[src/rtl/can_pkg.sv]
// Shared CAN definitions for the transmit mailbox arbiter.
// Contents:
//   arb_state_e  - arbiter FSM state encoding (IDLE, SELECT, START, WAIT, RETIRE)
//   CAN_STD_ID_W - standard (11-bit) identifier width
//   CAN_EXT_ID_W - extended (29-bit) identifier width
package can_pkg;

  localparam int CAN_STD_ID_W = 11;
  localparam int CAN_EXT_ID_W = 29;

  typedef enum logic [2:0] {
    ST_IDLE   = 3'd0,
    ST_SELECT = 3'd1,
    ST_START  = 3'd2,
    ST_WAIT   = 3'd3,
    ST_RETIRE = 3'd4
  } arb_state_e;

endpackage

[src/rtl/can_prio_select.sv]
// Combinational priority finder: returns the candidate mailbox with the
// lowest identifier (unsigned compare); on equal identifiers the lower
// index wins.
// Ports:
//   cand      - candidate mailbox vector
//   ids       - packed identifiers, mailbox i at [i*ID_W +: ID_W]
//   win_idx   - index of the winning mailbox (0 when none)
//   win_valid - at least one candidate present
module can_prio_select
  import can_pkg::*;
#(
  parameter int N_MBOX = 4,
  parameter int ID_W   = CAN_STD_ID_W,
  parameter int SEL_W  = $clog2(N_MBOX)
) (
  input  logic [N_MBOX-1:0]      cand,
  input  logic [N_MBOX*ID_W-1:0] ids,
  output logic [SEL_W-1:0]       win_idx,
  output logic                   win_valid
);

  logic [ID_W-1:0] best_id_s;

  // Linear scan from index 0; strict less-than keeps the lower index on ties.
  always_comb begin
    win_idx   = {SEL_W{1'b0}};
    win_valid = 1'b0;
    best_id_s = {ID_W{1'b0}};
    for (int i = 0; i < N_MBOX; i++) begin
      if (cand[i] && (!win_valid || (ids[i*ID_W +: ID_W] < best_id_s))) begin
        win_idx   = SEL_W'(i);
        win_valid = 1'b1;
        best_id_s = ids[i*ID_W +: ID_W];
      end else begin
        win_valid = win_valid;
      end
    end
  end

endmodule

[src/rtl/can_tx_mailbox_arbiter.sv]
// Schedules transmit requests from N_MBOX host mailboxes onto one CAN TX
// engine: captures request edges into a pending vector, picks the lowest-ID
// pending mailbox, runs the start/done handshake and reports the outcome.
// Ports:
//   clk, reset           - clock, asynchronous active-high reset
//   tx_req, mbox_id      - host request levels and per-mailbox identifiers
//   abort                - per-mailbox cancel
//   core_ready/start/sel - engine handshake (sel stable from start to retire)
//   core_done/arb_lost/error - engine result pulses
//   tx_pending, tx_ok, tx_fail - per-mailbox status and result pulses
//   busy                 - FSM not idle
module can_tx_mailbox_arbiter
  import can_pkg::*;
#(
  parameter  int N_MBOX        = 4,
  parameter  int ID_W          = CAN_STD_ID_W,
  parameter  int ERR_RETRY_MAX = 3,
  localparam int SEL_W         = $clog2(N_MBOX)
) (
  input  logic                   clk,
  input  logic                   reset,
  input  logic [N_MBOX-1:0]      tx_req,
  input  logic [N_MBOX*ID_W-1:0] mbox_id,
  input  logic [N_MBOX-1:0]      abort,
  input  logic                   core_ready,
  output logic                   core_start,
  output logic [SEL_W-1:0]       core_sel,
  input  logic                   core_done,
  input  logic                   core_arb_lost,
  input  logic                   core_error,
  output logic [N_MBOX-1:0]      tx_pending,
  output logic [N_MBOX-1:0]      tx_ok,
  output logic [N_MBOX-1:0]      tx_fail,
  output logic                   busy
);

  arb_state_e        state_r;
  logic [N_MBOX-1:0] req_q_r, pending_r, tx_ok_r, tx_fail_r;
  logic              edge_vld_r;   // req_q_r holds a real sample (not reset value)
  logic [SEL_W-1:0]  winner_r;
  logic              core_start_r, busy_r;
  logic [3:0]        err_cnt_r;
  logic              retry_err_r;  // last retire kept the winner pending after an error
  logic              abort_lat_r;  // abort seen on the in-flight mailbox

  logic [N_MBOX-1:0] rise_s, win_oh_s, inflight_s, abort_clr_s, cand_s, ret_clr_s;
  logic [SEL_W-1:0]  sel_idx_s;
  logic              sel_vld_s;
  logic              abort_hit_s, last_try_s, ret_ok_s, ret_fail_s, ret_retry_s;

  // Request edges, abort filtering and selection candidates.
  always_comb begin
    win_oh_s = {{(N_MBOX-1){1'b0}}, 1'b1} << winner_r;
    // Without a valid previous sample a held-high request must not look like an edge.
    rise_s   = tx_req & ~req_q_r & {N_MBOX{edge_vld_r}};
    if ((state_r == ST_START) || (state_r == ST_WAIT)) begin
      inflight_s = win_oh_s;
    end else begin
      inflight_s = {N_MBOX{1'b0}};
    end
    abort_clr_s = abort & pending_r & ~inflight_s;
    // A mailbox aborted during SELECT must not be chosen.
    cand_s      = pending_r & ~abort_clr_s;
  end

  can_prio_select #(
    .N_MBOX (N_MBOX),
    .ID_W   (ID_W),
    .SEL_W  (SEL_W)
  ) u_prio (
    .cand      (cand_s),
    .ids       (mbox_id),
    .win_idx   (sel_idx_s),
    .win_valid (sel_vld_s)
  );

  // Frame outcome decode in WAIT; priority done > error > arb_lost.
  always_comb begin
    abort_hit_s = abort_lat_r | (|(abort & win_oh_s));
    last_try_s  = ((err_cnt_r + 4'd1) == 4'(ERR_RETRY_MAX));
    ret_ok_s    = 1'b0;
    ret_fail_s  = 1'b0;
    ret_retry_s = 1'b0;
    if (state_r == ST_WAIT) begin
      if (core_done) begin
        ret_ok_s = 1'b1;
      end else if (core_error) begin
        if (abort_hit_s || last_try_s) begin
          ret_fail_s = 1'b1;
        end else begin
          ret_retry_s = 1'b1;
        end
      end else begin
        ret_ok_s = 1'b0;
      end
    end else begin
      ret_ok_s = 1'b0;
    end
    if (ret_ok_s || ret_fail_s) begin
      ret_clr_s = win_oh_s;
    end else begin
      ret_clr_s = {N_MBOX{1'b0}};
    end
  end

  // Edge registers, pending vector and result pulses.
  always_ff @(posedge clk or posedge reset) begin
    if (reset) begin
      req_q_r    <= {N_MBOX{1'b0}};
      edge_vld_r <= 1'b0;
      pending_r  <= {N_MBOX{1'b0}};
      tx_ok_r    <= {N_MBOX{1'b0}};
      tx_fail_r  <= {N_MBOX{1'b0}};
    end else begin
      req_q_r    <= tx_req;
      edge_vld_r <= 1'b1;
      pending_r  <= (pending_r & ~abort_clr_s & ~ret_clr_s) | (rise_s & ~pending_r);
      tx_ok_r    <= ret_ok_s ? win_oh_s : {N_MBOX{1'b0}};
      tx_fail_r  <= abort_clr_s | (ret_fail_s ? win_oh_s : {N_MBOX{1'b0}});
    end
  end

  // Arbiter FSM with registered handshake outputs and retry bookkeeping.
  always_ff @(posedge clk or posedge reset) begin
    if (reset) begin
      state_r      <= ST_IDLE;
      winner_r     <= {SEL_W{1'b0}};
      core_start_r <= 1'b0;
      busy_r       <= 1'b0;
      err_cnt_r    <= 4'd0;
      retry_err_r  <= 1'b0;
      abort_lat_r  <= 1'b0;
    end else begin
      core_start_r <= 1'b0;
      case (state_r)
        ST_IDLE: begin
          if ((|pending_r) && core_ready) begin
            state_r <= ST_SELECT;
            busy_r  <= 1'b1;
          end else begin
            busy_r  <= 1'b0;
          end
        end
        ST_SELECT: begin
          if (sel_vld_s) begin
            winner_r     <= sel_idx_s;
            core_start_r <= 1'b1;
            abort_lat_r  <= 1'b0;
            state_r      <= ST_START;
            if (!(retry_err_r && (sel_idx_s == winner_r))) begin
              err_cnt_r <= 4'd0;
            end else begin
              err_cnt_r <= err_cnt_r;
            end
          end else begin
            state_r <= ST_IDLE;
            busy_r  <= 1'b0;
          end
        end
        ST_START: begin
          abort_lat_r <= abort_hit_s;
          state_r     <= ST_WAIT;
        end
        ST_WAIT: begin
          abort_lat_r <= abort_hit_s;
          if (ret_ok_s || ret_fail_s) begin
            retry_err_r <= 1'b0;
            state_r     <= ST_RETIRE;
          end else if (ret_retry_s) begin
            retry_err_r <= 1'b1;
            err_cnt_r   <= err_cnt_r + 4'd1;
            state_r     <= ST_RETIRE;
          end else if (core_arb_lost) begin
            state_r     <= ST_RETIRE;
          end else begin
            state_r     <= ST_WAIT;
          end
        end
        ST_RETIRE: begin
          state_r <= ST_IDLE;
          busy_r  <= 1'b0;
        end
        default: begin
          state_r <= ST_IDLE;
          busy_r  <= 1'b0;
        end
      endcase
    end
  end

  assign core_start = core_start_r;
  assign core_sel   = winner_r;
  assign tx_pending = pending_r;
  assign tx_ok      = tx_ok_r;
  assign tx_fail    = tx_fail_r;
  assign busy       = busy_r;

endmodule
[config.mk]
export PLATFORM = sky130hd
export DESIGN_NAME = can_tx_mailbox_arbiter
export DESIGN_NICKNAME = d
export VERILOG_FILES = /design/src/rtl/can_pkg.sv /design/src/rtl/can_prio_select.sv /design/src/rtl/can_tx_mailbox_arbiter.sv
export SDC_FILE = /design/constraint.sdc
export NUM_CORES = 1
export LEC_CHECK = 0
export ABC_AREA = 1
export BUFFER_PORTS_ARGS = -buffer_cell sky130_fd_sc_hd__buf_2
export CAP_MARGIN = 20
export CORE_ASPECT_RATIO = 0.75
export CORE_MARGIN = 3
export CORE_UTILIZATION = 47
export CTS_CLUSTER_SIZE = 20
export DETAILED_ROUTE_END_ITERATION = 8
export GPL_TIMING_DRIVEN = 0
export PLACE_DENSITY = 0.74
export SYNTH_ARGS = -nofsm -noshare
export SYNTH_HDL_FRONTEND = slang
export SYNTH_SLANG_ARGS = --single-unit
[constraint.sdc]
create_clock -name clk -period 14.1 [get_ports clk]
set_input_delay 4.23 -clock clk [delete_from_list [all_inputs] [get_ports clk]]
set_output_delay 4.23 -clock clk [all_outputs]
set_load 0.05 [all_outputs]
==> impl_metrics.toml <==
[run_status]
status = "finished, final reports clean"

[setup_path]
crit_end = "err_cnt_r[1]"
crit_type = "input port to flip-flop"
reg2reg_depth = 44
endpoint_kind = "flip-flop"
critPathMaxStageDelay_ps = 380
arrival_ps = 9760
worstPathRequired_ps = 14280
rrSetupSlack_ps = 7750
critPathLaunch = "abort[0]"
crit_fanout = 10
regToRegStartpoint = "core_sel[1]"
path_common_cell = "nand2_1"
timing.rr.end = "err_cnt_r[1]"
start_kind = "input port"
critical_path.slowest_cell = "clkbuf_1"

[global_routing]
grt_pass1_vias = 2128
busiest_layer = "met1"
track_usage_pct = 20.5
use_met2_pct = 29.9
grt_pass1_wl_um = 9640
grt_max_degree = 18
grt.overflow.total = 0
grt_use_met1_pct = 31.2
use_met3_pct = 4.28
antenna_found_initial = 0

[timing]
fin_tns_setup_ps = 0
fin_crit_sh_pct = 67.9
maxSlewViolCount = 0
fmax_mhz = 104
finalHoldViolCount = 0
worst_slack_ps = 4520
period_needed_ps = 9580
clock_skew_ps = 5.95
max_slew.worst_pin.slew_ps = 657
setup_viol = 0
maxSlewHeadroom_pct = 56.2
hold_ws_ps = 419
grt_setup_unrepaired = "no"

[synthesis]
synth-simple-area-share_pct = 30.1
syn_inst = 337
yosysUniqueCellTypes = 37
netlist_area_um2 = 2460
yosys_warnings = 0
synth_top_family_by_area = "simple AND/OR/NAND/NOR gates"
synth_seq_area_share_pct = 30.5
synth-compound-area-share_pct = 15.2
synth_seq_cells = 30
synthXorXnorAreaFrac_pct = 0.711
syn_area_per_cell_um2 = 7.31
synthAdderAreaFrac_pct = 16.2
synth_fp_nets = 427
synth_mux_area_share_pct = 0

[final_layout]
fin_cells = 491
stdcell_area_um2 = 3040
num-nets-final = 508
layout_common_cells = "94 x nand2_1, 74 x buf_2, 34 x inv_1"
num_antenna_cells = 0
drive_above_1_share_pct = 26.5
final_common_cell = "nand2_1"
syn_to_final_growth_pct = 23.3

[floorplanning]
die_y_um = 68.7
die_area_um2 = 6160
die_x_um = 89.6
ios = 74
initial_utilization_pct = 49.5
core-area_um2 = 4980
fp-row-count = 22

[placed_design]
dp_cells = 483
dpl_cell_area_um2 = 2950
hpwl_um = 5130
place_congestion = 0.883
io_buffers = 73
pre_cts_slack_ps = 4270

[pwr]
ir_drop_v = 0.000125
p_leak_nw = 1.70
power.density_nw_per_um2 = 209

[route]
dr.pass1.iters = 4
routed_wl_um = 6120
viasPerCell = 4.94
drtAntennaViolNets = 0
wl_per_cell_um = 12.5
drtIter0Drc = 108
via_count = 2426
drcViolationCount = 0

[clock_tree]
cts.clk_slew.worst_paths_ps = 60
cts.repair.resized = 0
ctsHoldBuffers = 0
insertion_delay_ps = 280
cts.sinks = 30
htreeDepth = 2
cts_buffers = 5
cts_setup_buffers = 0
cts_tree = "built"
clock_path_buffers = 2
cts_root_buf = "clkbuf_8"

[min_path]
min_path_type = "flip-flop to flip-flop"

[flow_run]
cap_violations = 0
-- cells by family after synthesis --
family / Yosys count
AND/OR/NAND/NOR: 164
adder cells (fa/ha/maj): 32
XOR/XNOR: 2
buffers and inverters: 46
flip-flops: 30
AO/OA/AOI/OAI: 62
other: 1
-- final cells by class --
cell class | count | area (um2)
Fill cell | 455 | 1940
Multi-Input combinational cell | 261 | 1540
Sequential cell | 30 | 751
Timing Repair Buffer | 74 | 393
Inverter | 41 | 155
Tap cell | 72 | 90.1
Clock buffer | 7 | 86.3
Buffer | 5 | 20.0
Clock inverter | 1 | 5.00
-- metal layers --
layer | up-vias | routed length, um
met5 | - | 0
met4 | 0 | 22
met3 | 4 | 376
met2 | 53 | 2560
met1 | 1080 | 3170
li1 | 1289 | -
-- worst min path at each step --
stage | startpoint | end | slack, ps | depth (start not counted)
2_1_floorplan | req_q_r[2] | tx_pending[2] | 410 | 1
3_3_place_gp | req_q_r[2] | tx_pending[2] | 410 | 1
3_5_place_dp | req_q_r[0] | tx_pending[0] | 410 | 1
4_1_cts | req_q_r[0] | tx_pending[0] | 420 | 1
5_1_grt | req_q_r[0] | tx_pending[0] | 430 | 1
6_report | req_q_r[0] | tx_pending[0] | 420 | 1
-- through the flow --
stage	util, %	power (mW)
finish	61.0	0.635
global route	61.0	0.706
CTS	61.0	0.637
detailed placement	59.2	0.563
global placement	58.6	0.549
floorplan	-	0.461
-- sequential cells by signal, summed over array words and instances (netlist names) --
name	count
retry_err_r	1
err_cnt_r	4
tx_ok	4
tx_fail	4
tx_pending	4
core_start	1
req_q_r	4
state_r	3
edge_vld_r	1
abort_lat_r	1
busy	1
core_sel	2
-- cell usage after synthesis, drive strengths merged --
library cell  instances  share of area [%]
o211ai                3                1.1
clkbuf                4               0.61
conb                  1               0.15
a31oi                 2               0.51
xnor2                 1               0.36
o31ai                 3               0.91
inv                  40                6.1
or2                   1               0.25
nand3                23                4.9
nand4                 2               0.51
a21boi                1               0.30
a221oi                1               0.36
nor3                  5                1.0
clkinv                1               0.20
ha                   32                 16
nand2               105                 18
nor2                 28                5.5
o21ai                33                7.2
a21oi                12                2.4
a2111oi               1               0.36
buf                   1               0.20
o41ai                 1               0.36
a211oi                1               0.30
dfrtp                30                 30
o221a                 1               0.46
o21bai                1               0.46
xor2                  1               0.36
o22ai                 2               0.51
-- critical path: cells and delay by family --
| kind | cells | cell delay [ps] |
|---|---|---|
| AND/OR/NAND/NOR | 27 | 2170 |
| buffers and inverters | 5 | 990 |
| adder cells (fa/ha/maj) | 3 | 890 |
| AO/OA/AOI/OAI | 8 | 1470 |
-- power by group --
part	internal, mW	switching (mW)	total (mW)
Sequential	0.110	0.0220	0.131
Combinational	0.143	0.289	0.433
Clock	0.0393	0.0317	0.0709
Note: power is estimated with default switching activity, not from simulation.
